**config.mk**
```make
export PLATFORM = sky130hd
export DESIGN_NAME = reg_sb_ctrl_flat
export DESIGN_NICKNAME = d
export VERILOG_FILES = /design/src/rtl/reg_sb_pkg.sv /design/src/rtl/reg_sb_ctrl_if.sv /design/src/rtl/sb_reg_counter.sv /design/src/rtl/reg_sb_ctrl.sv /design/src/flat_wrapper.sv
export SDC_FILE = /design/constraint.sdc
export NUM_CORES = 1
export LEC_CHECK = 0
export CAP_MARGIN = 20
export CORE_ASPECT_RATIO = 1.75
export CORE_UTILIZATION = 55
export CTS_BUF_LIST = sky130_fd_sc_hd__clkbuf_16
export DETAILED_ROUTE_END_ITERATION = 16
export PLACE_DENSITY = 0.78
export SYNTH_ARGS = -nofsm -noshare
export SYNTH_HDL_FRONTEND = slang
export SYNTH_SLANG_ARGS = --single-unit
```
**constraint.sdc**
```tcl
create_clock -name clk -period 5.14 [get_ports clk]
set_input_delay 1.028 -clock clk [delete_from_list [all_inputs] [get_ports clk]]
set_output_delay 1.028 -clock clk [all_outputs]
set_load 0.005 [all_outputs]
```
**src/rtl/reg_sb_pkg.sv**
```systemverilog
// Shared definitions for the register scoreboard: register count, index type,
// and the helper that separates tracked registers R0-R14 from the untracked PC.
// Purely declarative; no latency or backpressure of its own.
package reg_sb_pkg;

   localparam int NUM_REGS  = 15;
   localparam int REG_IDX_W = 4;

   typedef logic [REG_IDX_W-1:0] reg_idx_t;

   localparam reg_idx_t PC_IDX = 4'd15;

   // R15 is the PC: it is never scoreboarded, so it can never hazard or count.
   function automatic logic is_tracked(input reg_idx_t idx);
      return idx != PC_IDX;
   endfunction

endpackage

```
**src/rtl/reg_sb_ctrl_if.sv**
```systemverilog
// Decode/issue, write-back and status bundle between the decode stage and the scoreboard.
// Latency: wires only. Backpressure: issue_ready is returned combinationally to decode.
// Ports: master = decode/retire side (drives issue + write-back), slave = scoreboard.
interface reg_sb_ctrl_if #(
   parameter int STAT_W = 16
);
   import reg_sb_pkg::*;

   // issue side
   logic                 issue_valid;
   logic                 issue_ready;
   reg_idx_t             src1;
   reg_idx_t             src2;
   logic                 src1_used;
   logic                 src2_used;
   reg_idx_t             dest;
   logic                 dest_wen;

   // retire side
   logic                 wb_en;
   reg_idx_t             wb_dest;
   logic                 flush;

   // status
   logic [NUM_REGS-1:0]  busy_mask;
   logic                 stall;
   logic                 err_underflow;
   logic [STAT_W-1:0]    stall_cycles;

   modport master (
      output issue_valid, src1, src2, src1_used, src2_used, dest, dest_wen,
      output wb_en, wb_dest, flush,
      input  issue_ready, busy_mask, stall, err_underflow, stall_cycles
   );

   modport slave (
      input  issue_valid, src1, src2, src1_used, src2_used, dest, dest_wen,
      input  wb_en, wb_dest, flush,
      output issue_ready, busy_mask, stall, err_underflow, stall_cycles
   );

endinterface

```
**src/rtl/sb_reg_counter.sv**
```systemverilog
// Pending write-back counter for one architectural register.
// Latency: cnt/busy update on the edge after inc/dec/clr; saturated and underflow_pulse are combinational.
// Backpressure: none internally; the owner must not raise a lone inc while saturated (it is held if it does).
// Ports: clk, rst (sync, active-high), inc (issue to this reg), dec (write-back to this reg),
//        clr (flush), cnt, busy (cnt!=0), saturated (cnt all-ones), underflow_pulse (dec at cnt==0).
module sb_reg_counter #(
   parameter int CNT_W = 2
) (
   input  logic             clk,
   input  logic             rst,
   input  logic             inc,
   input  logic             dec,
   input  logic             clr,
   output logic [CNT_W-1:0] cnt,
   output logic             busy,
   output logic             saturated,
   output logic             underflow_pulse
);

   logic [CNT_W-1:0] cnt_q;
   logic [CNT_W-1:0] cnt_d;

   always_comb begin
      cnt_d = cnt_q;
      if (clr) begin
         cnt_d = '0;
      end else if (inc && !dec) begin
         if (!saturated) begin
            cnt_d = cnt_q + CNT_W'(1);
         end
      end else if (dec && !inc) begin
         if (cnt_q != '0) begin
            cnt_d = cnt_q - CNT_W'(1);
         end
      end else if (inc && dec && (cnt_q == '0)) begin
         // The write-back is bogus (nothing was pending) so it cannot cancel
         // the new issue; the issue is still counted.
         cnt_d = CNT_W'(1);
      end
   end

   always_ff @(posedge clk) begin
      if (rst) begin
         cnt_q <= '0;
      end else begin
         cnt_q <= cnt_d;
      end
   end

   assign cnt             = cnt_q;
   assign busy            = (cnt_q != '0);
   assign saturated       = &cnt_q;
   assign underflow_pulse = dec && !clr && (cnt_q == '0);

endmodule

```
**src/rtl/reg_sb_ctrl.sv**
```systemverilog
// Register-file scoreboard: holds issue until every read source has no pending write-back.
// Latency: issue_ready/stall are zero-cycle combinational; busy_mask, err_underflow, stall_cycles are registered.
// Backpressure: issue_ready drops on a RAW hazard, a saturated destination counter, flush, or rst.
// Ports: clk, rst (sync, active-high); sb (slave modport) carries issue, write-back, flush and status.
module reg_sb_ctrl
   import reg_sb_pkg::*;
#(
   parameter int CNT_W     = 2,
   parameter bit WB_BYPASS = 1'b1,
   parameter int STAT_W    = 16
) (
   input  logic         clk,
   input  logic         rst,
   reg_sb_ctrl_if.slave sb
);

   logic [CNT_W-1:0]    cnt_w [NUM_REGS];
   logic [NUM_REGS-1:0] inc_w;
   logic [NUM_REGS-1:0] dec_w;
   logic [NUM_REGS-1:0] busy_w;
   logic [NUM_REGS-1:0] sat_w;
   logic [NUM_REGS-1:0] uflow_w;

   // 16-entry views so any 4-bit index (including the PC) can be looked up
   // directly; entry 15 is tied low so the PC never hazards or saturates.
   logic [15:0]         eff_busy;
   logic [15:0]         sat_ext;

   logic                hazard;
   logic                sat_block;
   logic                issue_fire;

   logic                err_q;
   logic                err_d;
   logic [STAT_W-1:0]   stall_cycles_q;
   logic [STAT_W-1:0]   stall_cycles_d;

   // ------------------------------------------------------------------
   // Per-register pending counters
   // ------------------------------------------------------------------
   for (genvar i = 0; i < NUM_REGS; i++) begin : g_reg
      // The PC never matches here because i stops at 14.
      assign inc_w[i] = issue_fire && sb.dest_wen && (sb.dest == reg_idx_t'(i));
      // Write-backs in a flush cycle are dropped along with everything else.
      assign dec_w[i] = sb.wb_en && !sb.flush && (sb.wb_dest == reg_idx_t'(i));

      sb_reg_counter #(
         .CNT_W           (CNT_W)
      ) u_cnt (
         .clk             (clk),
         .rst             (rst),
         .inc             (inc_w[i]),
         .dec             (dec_w[i]),
         .clr             (sb.flush),
         .cnt             (cnt_w[i]),
         .busy            (busy_w[i]),
         .saturated       (sat_w[i]),
         .underflow_pulse (uflow_w[i])
      );

      // With bypass, a write-back this cycle retires one pending write; the
      // register is only still pending if more than that one was outstanding.
      assign eff_busy[i] = busy_w[i] &&
                           !(WB_BYPASS && sb.wb_en && (sb.wb_dest == reg_idx_t'(i)) &&
                             (cnt_w[i] == CNT_W'(1)));
      assign sat_ext[i]  = sat_w[i];
   end

   assign eff_busy[15] = 1'b0;
   assign sat_ext[15]  = 1'b0;

   // ------------------------------------------------------------------
   // Issue decision
   // ------------------------------------------------------------------
   always_comb begin
      hazard    = (sb.src1_used && is_tracked(sb.src1) && eff_busy[sb.src1]) ||
                  (sb.src2_used && is_tracked(sb.src2) && eff_busy[sb.src2]);
      // A full counter can still accept a new writer if a write-back to the
      // same register frees a slot in the same cycle.
      sat_block = sb.dest_wen && is_tracked(sb.dest) && sat_ext[sb.dest] &&
                  !(sb.wb_en && (sb.wb_dest == sb.dest));
   end

   assign sb.issue_ready = !hazard && !sat_block && !sb.flush && !rst;
   assign issue_fire     = sb.issue_valid && sb.issue_ready;
   assign sb.stall       = sb.issue_valid && !sb.issue_ready;

   // ------------------------------------------------------------------
   // Sticky underflow error and stall statistics
   // ------------------------------------------------------------------
   always_comb begin
      err_d          = err_q | (|uflow_w);
      stall_cycles_d = stall_cycles_q;
      if (sb.stall && !(&stall_cycles_q)) begin
         stall_cycles_d = stall_cycles_q + STAT_W'(1);
      end
   end

   always_ff @(posedge clk) begin
      if (rst) begin
         err_q          <= 1'b0;
         stall_cycles_q <= '0;
      end else begin
         err_q          <= err_d;
         stall_cycles_q <= stall_cycles_d;
      end
   end

   assign sb.busy_mask     = busy_w;
   assign sb.err_underflow = err_q;
   assign sb.stall_cycles  = stall_cycles_q;

endmodule

```
**src/flat_wrapper.sv**
```systemverilog
// flat-port wrapper written by rule: the top's interface ports become plain ports
module reg_sb_ctrl_flat import reg_sb_pkg::*;
#(
   parameter int CNT_W     = 2,
   parameter bit WB_BYPASS = 1'b1,
   parameter int STAT_W    = 16
)
  (clk, rst, sb_issue_valid, sb_src1, sb_src2, sb_src1_used, sb_src2_used, sb_dest, sb_dest_wen, sb_wb_en, sb_wb_dest, sb_flush, sb_issue_ready, sb_busy_mask, sb_stall, sb_err_underflow, sb_stall_cycles);
  reg_sb_ctrl_if #(.STAT_W(STAT_W)) sb_i ();
  input  logic clk;
  input  logic rst;
  input wire logic [$bits(sb_i.issue_valid)-1:0] sb_issue_valid;
  input wire logic [$bits(sb_i.src1)-1:0] sb_src1;
  input wire logic [$bits(sb_i.src2)-1:0] sb_src2;
  input wire logic [$bits(sb_i.src1_used)-1:0] sb_src1_used;
  input wire logic [$bits(sb_i.src2_used)-1:0] sb_src2_used;
  input wire logic [$bits(sb_i.dest)-1:0] sb_dest;
  input wire logic [$bits(sb_i.dest_wen)-1:0] sb_dest_wen;
  input wire logic [$bits(sb_i.wb_en)-1:0] sb_wb_en;
  input wire logic [$bits(sb_i.wb_dest)-1:0] sb_wb_dest;
  input wire logic [$bits(sb_i.flush)-1:0] sb_flush;
  output wire logic [$bits(sb_i.issue_ready)-1:0] sb_issue_ready;
  output wire logic [$bits(sb_i.busy_mask)-1:0] sb_busy_mask;
  output wire logic [$bits(sb_i.stall)-1:0] sb_stall;
  output wire logic [$bits(sb_i.err_underflow)-1:0] sb_err_underflow;
  output wire logic [$bits(sb_i.stall_cycles)-1:0] sb_stall_cycles;
  assign sb_i.issue_valid = sb_issue_valid;
  assign sb_i.src1 = sb_src1;
  assign sb_i.src2 = sb_src2;
  assign sb_i.src1_used = sb_src1_used;
  assign sb_i.src2_used = sb_src2_used;
  assign sb_i.dest = sb_dest;
  assign sb_i.dest_wen = sb_dest_wen;
  assign sb_i.wb_en = sb_wb_en;
  assign sb_i.wb_dest = sb_wb_dest;
  assign sb_i.flush = sb_flush;
  assign sb_issue_ready = sb_i.issue_ready;
  assign sb_busy_mask = sb_i.busy_mask;
  assign sb_stall = sb_i.stall;
  assign sb_err_underflow = sb_i.err_underflow;
  assign sb_stall_cycles = sb_i.stall_cycles;
  reg_sb_ctrl #(.CNT_W(CNT_W), .WB_BYPASS(WB_BYPASS), .STAT_W(STAT_W)) u_core (.clk(clk), .rst(rst), .sb(sb_i));
endmodule
```
## Yosys cells after proc, flatten, opt, wreduce, memory -nomap -nowiden

Index checks and enable logic that the tools add are counted.

| operators by class | value |
|---|---|
| add/sub/neg operators | 31 |
| order comparisons | 3 |
| equal/unequal tests | 77 |
| multiplexer cells | 81 |
| bitwise gates (word level) | 1 |
| reductions and logical operators | 314 |

Operators by type and width:

| kind | number |
|---|---|
| 1-bit logical AND | 181 |
| 2-bit two-way mux | 75 |
| 4-bit equality test, second input constant | 14 |
| 1-bit logical NOT | 52 |
| 3-bit != test, second input constant | 15 |
| 3-bit AND reduction | 15 |
| 3-bit nonzero test | 15 |
| 4-bit by 3-bit equality test with 1-bit output, second input constant | 8 |
| 2-bit by 1-bit adder with 2-bit output, second input constant | 15 |
| 2-bit by 1-bit equality test with 1-bit output, second input constant | 15 |
| 2-bit logical NOT | 15 |
| 2-bit != test, second input constant | 15 |
| 2-bit AND reduction | 15 |
| 2-bit nonzero test | 15 |
| 2-bit by 1-bit subtractor with 2-bit output, second input constant | 15 |
| 16-bit by 1-bit adder with 16-bit output, second input constant | 1 |
| 4-bit by 2-bit equality test with 1-bit output, second input constant | 4 |
| 16-bit AND reduction | 1 |
| 4-bit by 5-bit < comparator with 1-bit output, second input constant | 3 |
| 15-bit OR reduction | 1 |
| 1-bit binary-select mux with 4-bit select | 3 |
| 4-bit != test, second input constant | 3 |
| 4-bit by 1-bit equality test with 1-bit output, second input constant | 2 |
| 4-bit logical NOT | 2 |
| other kinds (5) | 7 |

| word-level totals | value |
|---|---|
| register bits | 47 |
| output and inout bits | 34 |

## Depth between registers and ports, before layout

Gate-level depths: netlist of the first run.

| logic depth | value |
|---|---|
| word-level depth | 21 |
| gate-level depth with buffers | 16 |
| mapped depth without buffers | 15 |

## Modules after synthesis

From an unflattened synthesis of the first run, not the netlist that was laid out.

| unflattened totals | value |
|---|---|
| cell total of the unflattened synthesis | 707 |
| area, all modules | 5811.8 um2 |

By module, submodules not included:

| module | times used | cells an instance | area each (um2) |
|---|---|---|---|
| sb_reg_counter | 15 | 29 | 250.2 |
| reg_sb_ctrl | 1 | 272 | 2058.2 |

## Worst setup path before layout of the first run

No wires, ideal clock.

| timing | value |
|---|---|
| path type | input -> register |
| from | input port sb_dest[1] |
| to | register u_core.g_reg[12].u_cnt.cnt_q[1] |
| setup time | 0.134 ns |
| arrival time | 3.940 ns |
| required time | 5.006 ns |
| setup slack | 1.066 ns |
| stages on the path | 15 |
| buffers on the path | 2 |
| cells stage by stage | buf_2 mux4_2 o21ai_0 o31ai_1 nand4_1 nor3b_2 o41ai_4 buf_2 nor4b_1 inv_1 ha_1 nor2b_1 a221o_1 a211oi_1 a211oi_1 |

| between the ends | value |
|---|---|
| longest elaborated chain between the ends | 15 |

RTL lines:

| what | line | RTL |
|---|---|---|
| start, declared | flat_wrapper.sv:17 | `input wire logic [$bits(sb_i.dest)-1:0] sb_dest;` |
| 1-bit binary-select mux with 4-bit select (tied with other cells) | reg_sb_ctrl.sv:80 | `sat_block = sb.dest_wen && is_tracked(sb.dest) && sat_ext[sb.dest] &&` |
| 1-bit two-way mux (implied by the code) (tied with other cells) | reg_sb_ctrl.sv:80 |  |
| 1-bit logical AND or 1-bit logical NOT (tied branches) | reg_sb_ctrl.sv:80, reg_sb_ctrl.sv:81 |  |
| 1-bit logical AND | reg_sb_ctrl.sv:80 |  |
| 1-bit logical NOT | reg_sb_ctrl.sv:84 | `assign sb.issue_ready = !hazard && !sat_block && !sb.flush && !rst;` |
| 1-bit logical AND (3 in series) | reg_sb_ctrl.sv:84 |  |
| 1-bit logical AND | reg_sb_ctrl.sv:85 | `assign issue_fire = sb.issue_valid && sb.issue_ready;` |
| 1-bit logical AND | reg_sb_ctrl.sv:43 | `assign inc_w[i] = issue_fire && sb.dest_wen && (sb.dest == reg_idx_t'(i));` |
| 1-bit logical AND (*) | reg_sb_ctrl.sv:43 |  |
| 1-bit logical NOT or 1-bit logical AND (tied branches) | sb_reg_counter.sv:31, sb_reg_counter.sv:35 |  |
| 1-bit logical AND, on equally long branches | sb_reg_counter.sv:31, sb_reg_counter.sv:35 |  |
| 3-bit != test (no line) (tied with other cells) | - |  |
| 3-bit AND reduction (no line) or 2-bit two-way mux (tied branches) | - |  |
| end signal, assigned | sb_reg_counter.sv:46 | `cnt_q <= cnt_d;` |
| end, declared | sb_reg_counter.sv:20 | `logic [CNT_W-1:0] cnt_q;` |

Every way passes the cells marked *; elsewhere a longest branch is shown, timed or not. The select of a mux whose other input is x is not followed.
A chain may end at the register's enable or synchronous reset.

## Worst setup path after layout of the first run

| timing | value |
|---|---|
| from | input port sb_wb_dest[0] |
| to | output port sb_stall |

| between the ends | value |
|---|---|
| longest elaborated chain between the ends | 15 |

RTL lines:

| what | line | RTL |
|---|---|---|
| start, declared | flat_wrapper.sv:20 | `input wire logic [$bits(sb_i.wb_dest)-1:0] sb_wb_dest;` |
| 4-bit by 1-bit equality test with 1-bit output (tied with other cells) | reg_sb_ctrl.sv:64 | `!(WB_BYPASS && sb.wb_en && (sb.wb_dest == reg_idx_t'(i)) &&` |
| 1-bit logical AND (2 in series) | reg_sb_ctrl.sv:64 |  |
| 1-bit logical NOT | reg_sb_ctrl.sv:64 |  |
| 1-bit logical AND | reg_sb_ctrl.sv:63 | `assign eff_busy[i] = busy_w[i] &&` |
| 1-bit binary-select mux with 4-bit select, on equally long branches | reg_sb_ctrl.sv:76, reg_sb_ctrl.sv:77 |  |
| 1-bit two-way mux, on equally long branches | reg_sb_ctrl.sv:76, reg_sb_ctrl.sv:77 |  |
| 1-bit logical AND, on equally long branches | reg_sb_ctrl.sv:76, reg_sb_ctrl.sv:77 |  |
| 1-bit logical OR | reg_sb_ctrl.sv:76 | `hazard = (sb.src1_used && is_tracked(sb.src1) && eff_busy[sb.src1]) \|\|` |
| 1-bit logical NOT | reg_sb_ctrl.sv:84 |  |
| 1-bit logical AND (*) (3 in series) | reg_sb_ctrl.sv:84 |  |
| 1-bit logical NOT (*) | reg_sb_ctrl.sv:86 | `assign sb.stall = sb.issue_valid && !sb.issue_ready;` |
| 1-bit logical AND (*) | reg_sb_ctrl.sv:86 |  |
| end, declared | flat_wrapper.sv:24 | `output wire logic [$bits(sb_i.stall)-1:0] sb_stall;` |

Marks and branches as above.

==> qor.csv, run 1 <==
metric;value;unit
finalHoldViolations;0;
clk_latency;300;ps
yosysSeqAreaShare;18.27;%
path_clk_slew;70;ps
io_pins;58;
cts_inserted_buffers;5;
synth_cell_types;56;
synth.top_cells.by_area;ha_1 22%, dfxtp_1 18%, a211oi_1 6.8%, nor2b_1 5.8%, inv_1 5.1%;
place_inst;799;
first_pass_iters;5;
startpoint_type;input pin;
tritoncts;built;
layout.cells.non_filler;808;
finalSetupViolCount;0;
multiInputGateArea;3719;µm²
dieArea;9772;µm²
cap_violations;0;
met1_usage;32.56;%
yosysTopAreaCell;ha_1;
synth_common_cells;91 x ha_1, 70 x inv_1, 48 x nor2b_1, 47 x a211oi_1, 47 x dfxtp_1;
grt-ovfl-total;0;
finClkSkew;6.113;ps
use_met3;4.402;%
root_buffer;clkbuf_16;
syn_area_per_cell;7.999;µm²
drv_slew;0;
synth_edf_count;0;
clock_path_buffers;2;
vdd_drop_max;0.0001444;V
grt_first_pass_wirelength;24070;µm
routed_via_density;6.304;
antenna_found_initial;0;
place.gp.congestion;0.9613;
die_w;75.16;µm
hp-class;register to register;
vias;5094;
synth.most_common_cell;ha_1;
drt-initial-drc-count;259;
ys_ff_latch;47;
dp_hpwl;12480;µm
synthesis.nets;759;
routed_wl;15510;µm
synth_area;5151;µm²
ctsHtreeMaxLevel;2;
worstMarginPinSlew;973.2;ps
final_core_util;65.84;%
cp.arrival;3930;ps
grt_max_degree;31;
fill_cells;842;
met2_usage;60.57;%
finalCriticalPeriod;4955;ps
syn2layout_area_growth;16.23;%
die_y;130.0;µm
fin_area;5987;µm²
timing.slew.headroom;33.44;%
grt_use_total;32.72;%
synth_top_area_share;22.10;%
grt_pass1_vias;4935;
core_area;9094;µm²
drc;0;
antenna_left;0;
status;finished clean;
worstSetupPathType;input pin to primary output;
netlist_instances;644;
ys_warn_count;0;
regArea;940.9;µm²
finalSetupTns;0;ps
leakagePower;0.002498;µW
diodes;0;
nets;803;
rsz0062_at_grt;false;
power_density;151.6;nW/µm²
clkSinkCount;47;
worstPathMaxFanout;11;
ys_dominant_reg_cell;dfxtp_1;
start_util;56.65;%
num_rows;46;
wl_per_cell;19.19;µm
async_reset_ff_share;0;%
required;4110;ps
finalCritPeriodShare;96.41;%
max_freq;201.8;MHz
placed_cell_area;5809;µm²
end_kind;primary output;
portBuffers;57;
drive_above_1_share;6.686;%
busiest_layer;met2;
[flip-flops by register name (all words and copies together) (netlist names)]
| signal | count |
|---|---|
| u_core.g.u_cnt.cnt | 30 |
| u_core.sb.err_underflow | 1 |
| u_core.sb.stall_cycles | 16 |
[layout make-up]
class	instances	share of cell area, %
timing repair buffer	79	12.50
inverter	71	4.451
clock inverter	2	0.6270
sequential	47	15.72
tap	120	2.508
clock buffer	5	2.090
multi-input combinational	484	62.11
[cells in the final DEF (no fill, tap or decap), types with 4 or more instances in the layout]
| master | netlist | layout |
|---|---|---|
| inv_1 | 70 | 70 |
| mux2_2 | 8 | 8 |
| nand3b_1 | 5 | 5 |
| nor2b_1 | 48 | 48 |
| nand3_1 | 17 | 17 |
| a221o_1 | 15 | 15 |
| and4_1 | 4 | 4 |
| a211oi_1 | 47 | 47 |
| and3b_1 | 5 | 5 |
| and3_1 | 17 | 17 |
| mux2i_1 | 4 | 4 |
| a21oi_1 | 25 | 25 |
| nor3_1 | 17 | 17 |
| dfxtp_1 | 47 | 47 |
| buf_4 | 16 | 21 |
| clkbuf_16 | 0 | 5 |
| nand2b_1 | 10 | 10 |
| ha_1 | 91 | 91 |
| a41oi_1 | 4 | 4 |
| a31oi_1 | 12 | 12 |
| o21ai_0 | 18 | 18 |
| clkdlybuf4s50_1 | 0 | 57 |
| nand4_1 | 14 | 14 |
| nor4_1 | 5 | 5 |
| nor2_1 | 45 | 45 |
| nand2_1 | 17 | 17 |
| a2111oi_0 | 5 | 5 |
| and2_1 | 8 | 8 |
[stage by stage]
step,hold slack [ps],setup slack (ps),power (µW)
after floorplan,487.2,1066,461.6
after detailed placement,518.7,135.0,529.0
final,524.7,184.8,907.4
after global routing,553.8,42.33,935.7
after CTS,529.3,115.6,911.0
after global placement,501.9,189.9,527.8
[report_power, final]
group	internal (µW)	total [µW]	switching (µW)
registers	368	372	4.47
logic	65.6	153	87.8
clock network	227	382	154
total	661	907	247
[worst max-delay path: stages]
cell,delay [ps]
clkdlybuf4s50_1,700
nor2_1,190
a31oi_1,280
mux2i_1,110
nor3_1,150
a211oi_1,100
o41ai_4,630
and2_1,230
clkdlybuf4s50_1,500
[metal layers]
layer	up-vias	routed length (µm)
li1	2400	-
met2	187	8081
met3	72	626
met5	-	0
met1	2435	5714
met4	0	1086
[cell families (layout without fill, tap and decap cells)]
| family | Yosys count | in the layout | synth area share (%) |
|---|---|---|---|
| muxes | 17 | 17 | 4.056 |
| buffers and inverters | 113 | 157 | 9.546 |
| DFF | 47 | 47 | 18.27 |
| AOI/OAI and AO/OA | 147 | 147 | 20.69 |
| and+or+nand+nor | 225 | 225 | 24.65 |
| xor gates and xnor gates | 4 | 4 | 0.6802 |
| adders and majority gates | 91 | 91 | 22.10 |
[worst paths after layout]
kind	slack, ps	endpoint	depth (start not counted)	startpoint
hold reg to reg	520	u_core.sb.stall_cycles[1]	2	u_core.sb.stall_cycles[1]
hold / removal	520	u_core.sb.stall_cycles[1]	2	u_core.sb.stall_cycles[1]
setup / recovery	180	sb_stall	9	sb_wb_dest[0]
setup reg to reg	1390	u_core.g_reg[9].u_cnt.cnt[1]	15	u_core.g_reg[5].u_cnt.cnt[0]
[repair_timing]
action | in CTS | in global routing
hold buffers | 0 | 0
gates resized for setup | 0 | 0
setup endpoints to repair | 0 | 1
setup buffers | 0 | 2
Power figures use the tool's default switching activity.
==> inputs of run 2 (changes only) <==
--- a/config.mk
+++ b/config.mk
@@ -5,7 +5,7 @@
 export SDC_FILE = /design/constraint.sdc
 export NUM_CORES = 1
 export LEC_CHECK = 0
-export CAP_MARGIN = 20
+export CAP_MARGIN = 40
 export CORE_ASPECT_RATIO = 1.75
 export CORE_UTILIZATION = 55
 export CTS_BUF_LIST = sky130_fd_sc_hd__clkbuf_16
==> constraint.sdc (replaced) <==
create_clock -name clk -period 4.94 [get_ports clk]
set_input_delay 0.988 -clock clk [delete_from_list [all_inputs] [get_ports clk]]
set_output_delay 0.988 -clock clk [all_outputs]
set_load 0.005 [all_outputs]
==> run 2 against run 1 <==
- largest cell class unchanged
- clock skew is 1.4 ps higher
- hold slack improved by 1.1 ps
- non-clock buffer count is 19 higher
- global-route usage grew 0.26 points
- via count increased by 0.41%
- largest power group unchanged
- register-to-register slack worse by 250 ps
- critical endpoint unchanged
==> qor.csv, run 2 (synthesis gave the netlist of run 1 again) <==
metric;value;unit
critPathLaunch;sb_wb_dest[3];
io_pins;58;
path_delay_family;buffers and inverters;
worstSetupPathType;input pin to primary output;
endpoint;sb_stall;
crit_top_cell;clkdlybuf4s50_1;
vdd_drop_max;0.0001442;V
core_area;9094;µm²
finalHoldViolations;0;
vias;5115;
grt_first_pass_wirelength;24000;µm
num_rows;46;
hp-class;register to register;
layout_commonest_cell;ha_1;
fill_cells;792;
cp.arrival;3880;ps
drc;0;
multiInputGateArea;3720;µm²
drv_slew;0;
ctsHtreeMaxLevel;2;
power_density;163.4;nW/µm²
drive_above_1_share;9.181;%
routed_wl;15680;µm
clkSinkCount;47;
required;3950;ps
cap_violations;0;
grt_use_total;32.98;%
antenna_left;0;
dieArea;9772;µm²
nets;822;
cp.buffers_inverters;2;
finalSetupViolCount;0;
r2r-start;u_core.g_reg[5].u_cnt.cnt[0];
path_depth;9;
diodes;0;
r2r-end;u_core.g_reg[5].u_cnt.cnt[1];
r2r_setup_slack;1140;ps
timing.slew.headroom;50.26;%
startpoint_type;input pin;
finalSetupTns;0;ps
antenna_found_initial;0;
grt_pass1_vias;4977;
slowest_delay;650;ps
die_w;75.16;µm
leakagePower;0.002604;µW
first_pass_iters;5;
root_buffer;clkbuf_16;
place.gp.congestion;0.9468;
max_freq;205.5;MHz
grt_max_degree;31;
regArea;940.9;µm²
drt-initial-drc-count;307;
syn2layout_area_growth;19.29;%
finalCriticalPeriod;4867;ps
worstMarginPinSlew;727.4;ps
worstRegToRegCells;16;
die_y;130.0;µm
final_cell_mix;91 x ha_1, 70 x inv_1, 57 x clkdlybuf4s50_1;
tritoncts;built;
worstPathMaxFanout;9;
status;finished clean;
finalHoldWorstSlack;525.8;ps
wl_per_cell;18.94;µm
critPathSlowestCell;clkdlybuf4s50_1;
worstPathCellList;clkdlybuf4s50_1 > and3b_1 > a31oi_1 > a32oi_1 > nand3_1 > a211oi_1 > o41ai_4 > and2_1 > clkdlybuf4s50_1;
portBuffers;57;
finClkSkew;7.551;ps
largest_register_ffs;30;
path_clk_slew;70;ps
grt-ovfl-total;0;
clk_latency;300;ps
clock_path_buffers;2;
cts_inserted_buffers;5;
end_kind;primary output;
routed_via_density;6.178;
start_util;56.65;%
finalCritPeriodShare;98.52;%
dp_hpwl;12700;µm
-- run 2: timing repair --
item,4_1_cts,5_1_grt
hold buffers,0,0
resized for setup,0,1
endpoints found under the setup margin,0,1
buffers inserted,0,2
endpoints found under the hold margin,0,0
-- run 2: cell type report --
type | instances | share of cell area (%)
multi-input combinational | 484 | 60.54
sequential | 47 | 15.31
timing repair buffer | 98 | 14.23
inverter | 71 | 4.337
tap | 120 | 2.443
clock buffer | 5 | 2.036
clock inverter | 3 | 1.100
-- run 2: worst min-delay path by stage --
stage / start / end / slack (ps) / cells past startpoint
after floorplan: u_core.g_reg[0].u_cnt.cnt[1] / u_core.g_reg[0].u_cnt.cnt[1] / 490 / 2
after global placement: u_core.sb.stall_cycles[1] / u_core.sb.stall_cycles[1] / 500 / 2
after detailed placement: u_core.g_reg[6].u_cnt.cnt[0] / u_core.g_reg[6].u_cnt.cnt[0] / 510 / 2
after CTS: u_core.g_reg[6].u_cnt.cnt[0] / u_core.g_reg[6].u_cnt.cnt[0] / 530 / 2
after global routing: u_core.g_reg[9].u_cnt.cnt[1] / u_core.g_reg[9].u_cnt.cnt[1] / 550 / 2
final: u_core.g_reg[6].u_cnt.cnt[0] / u_core.g_reg[6].u_cnt.cnt[0] / 530 / 2
-- run 2: tightest hold or removal path, cell delays in order, from the launching register on --
cell	delay [ps]
dfxtp_1	340
inv_1	80
a211oi_1	60
-- run 2: through the flow --
stage                     area [µm²]  setup slack, ps  instances  utilization [%]  power (µW)
after global routing            6145           -7.945        828            67.57        1027
after detailed placement        5936           -32.85        818            65.27       553.0
final                           6145            72.98        828            67.57        1004
after CTS                       6128            10.68        826            67.39        1004
after global placement          5932           -20.28        817            65.23       550.4
after floorplan                 5151            906.3        644                -       480.2
-- run 2: power by group --
group / leakage, µW / internal, µW / switching, µW
registers: 0.000379 / 383 / 3.83
clock network: 0.0000900 / 290 / 164
logic: 0.00214 / 69.9 / 92.7
-- run 2: metal layers --
layer	vias up	track usage, %	routed length, µm
li1	2427	-	-
met1	2430	32.20	5495
met2	194	63.70	8599
met3	64	2.780	604
met4	0	20.70	981
met5	-	0	0
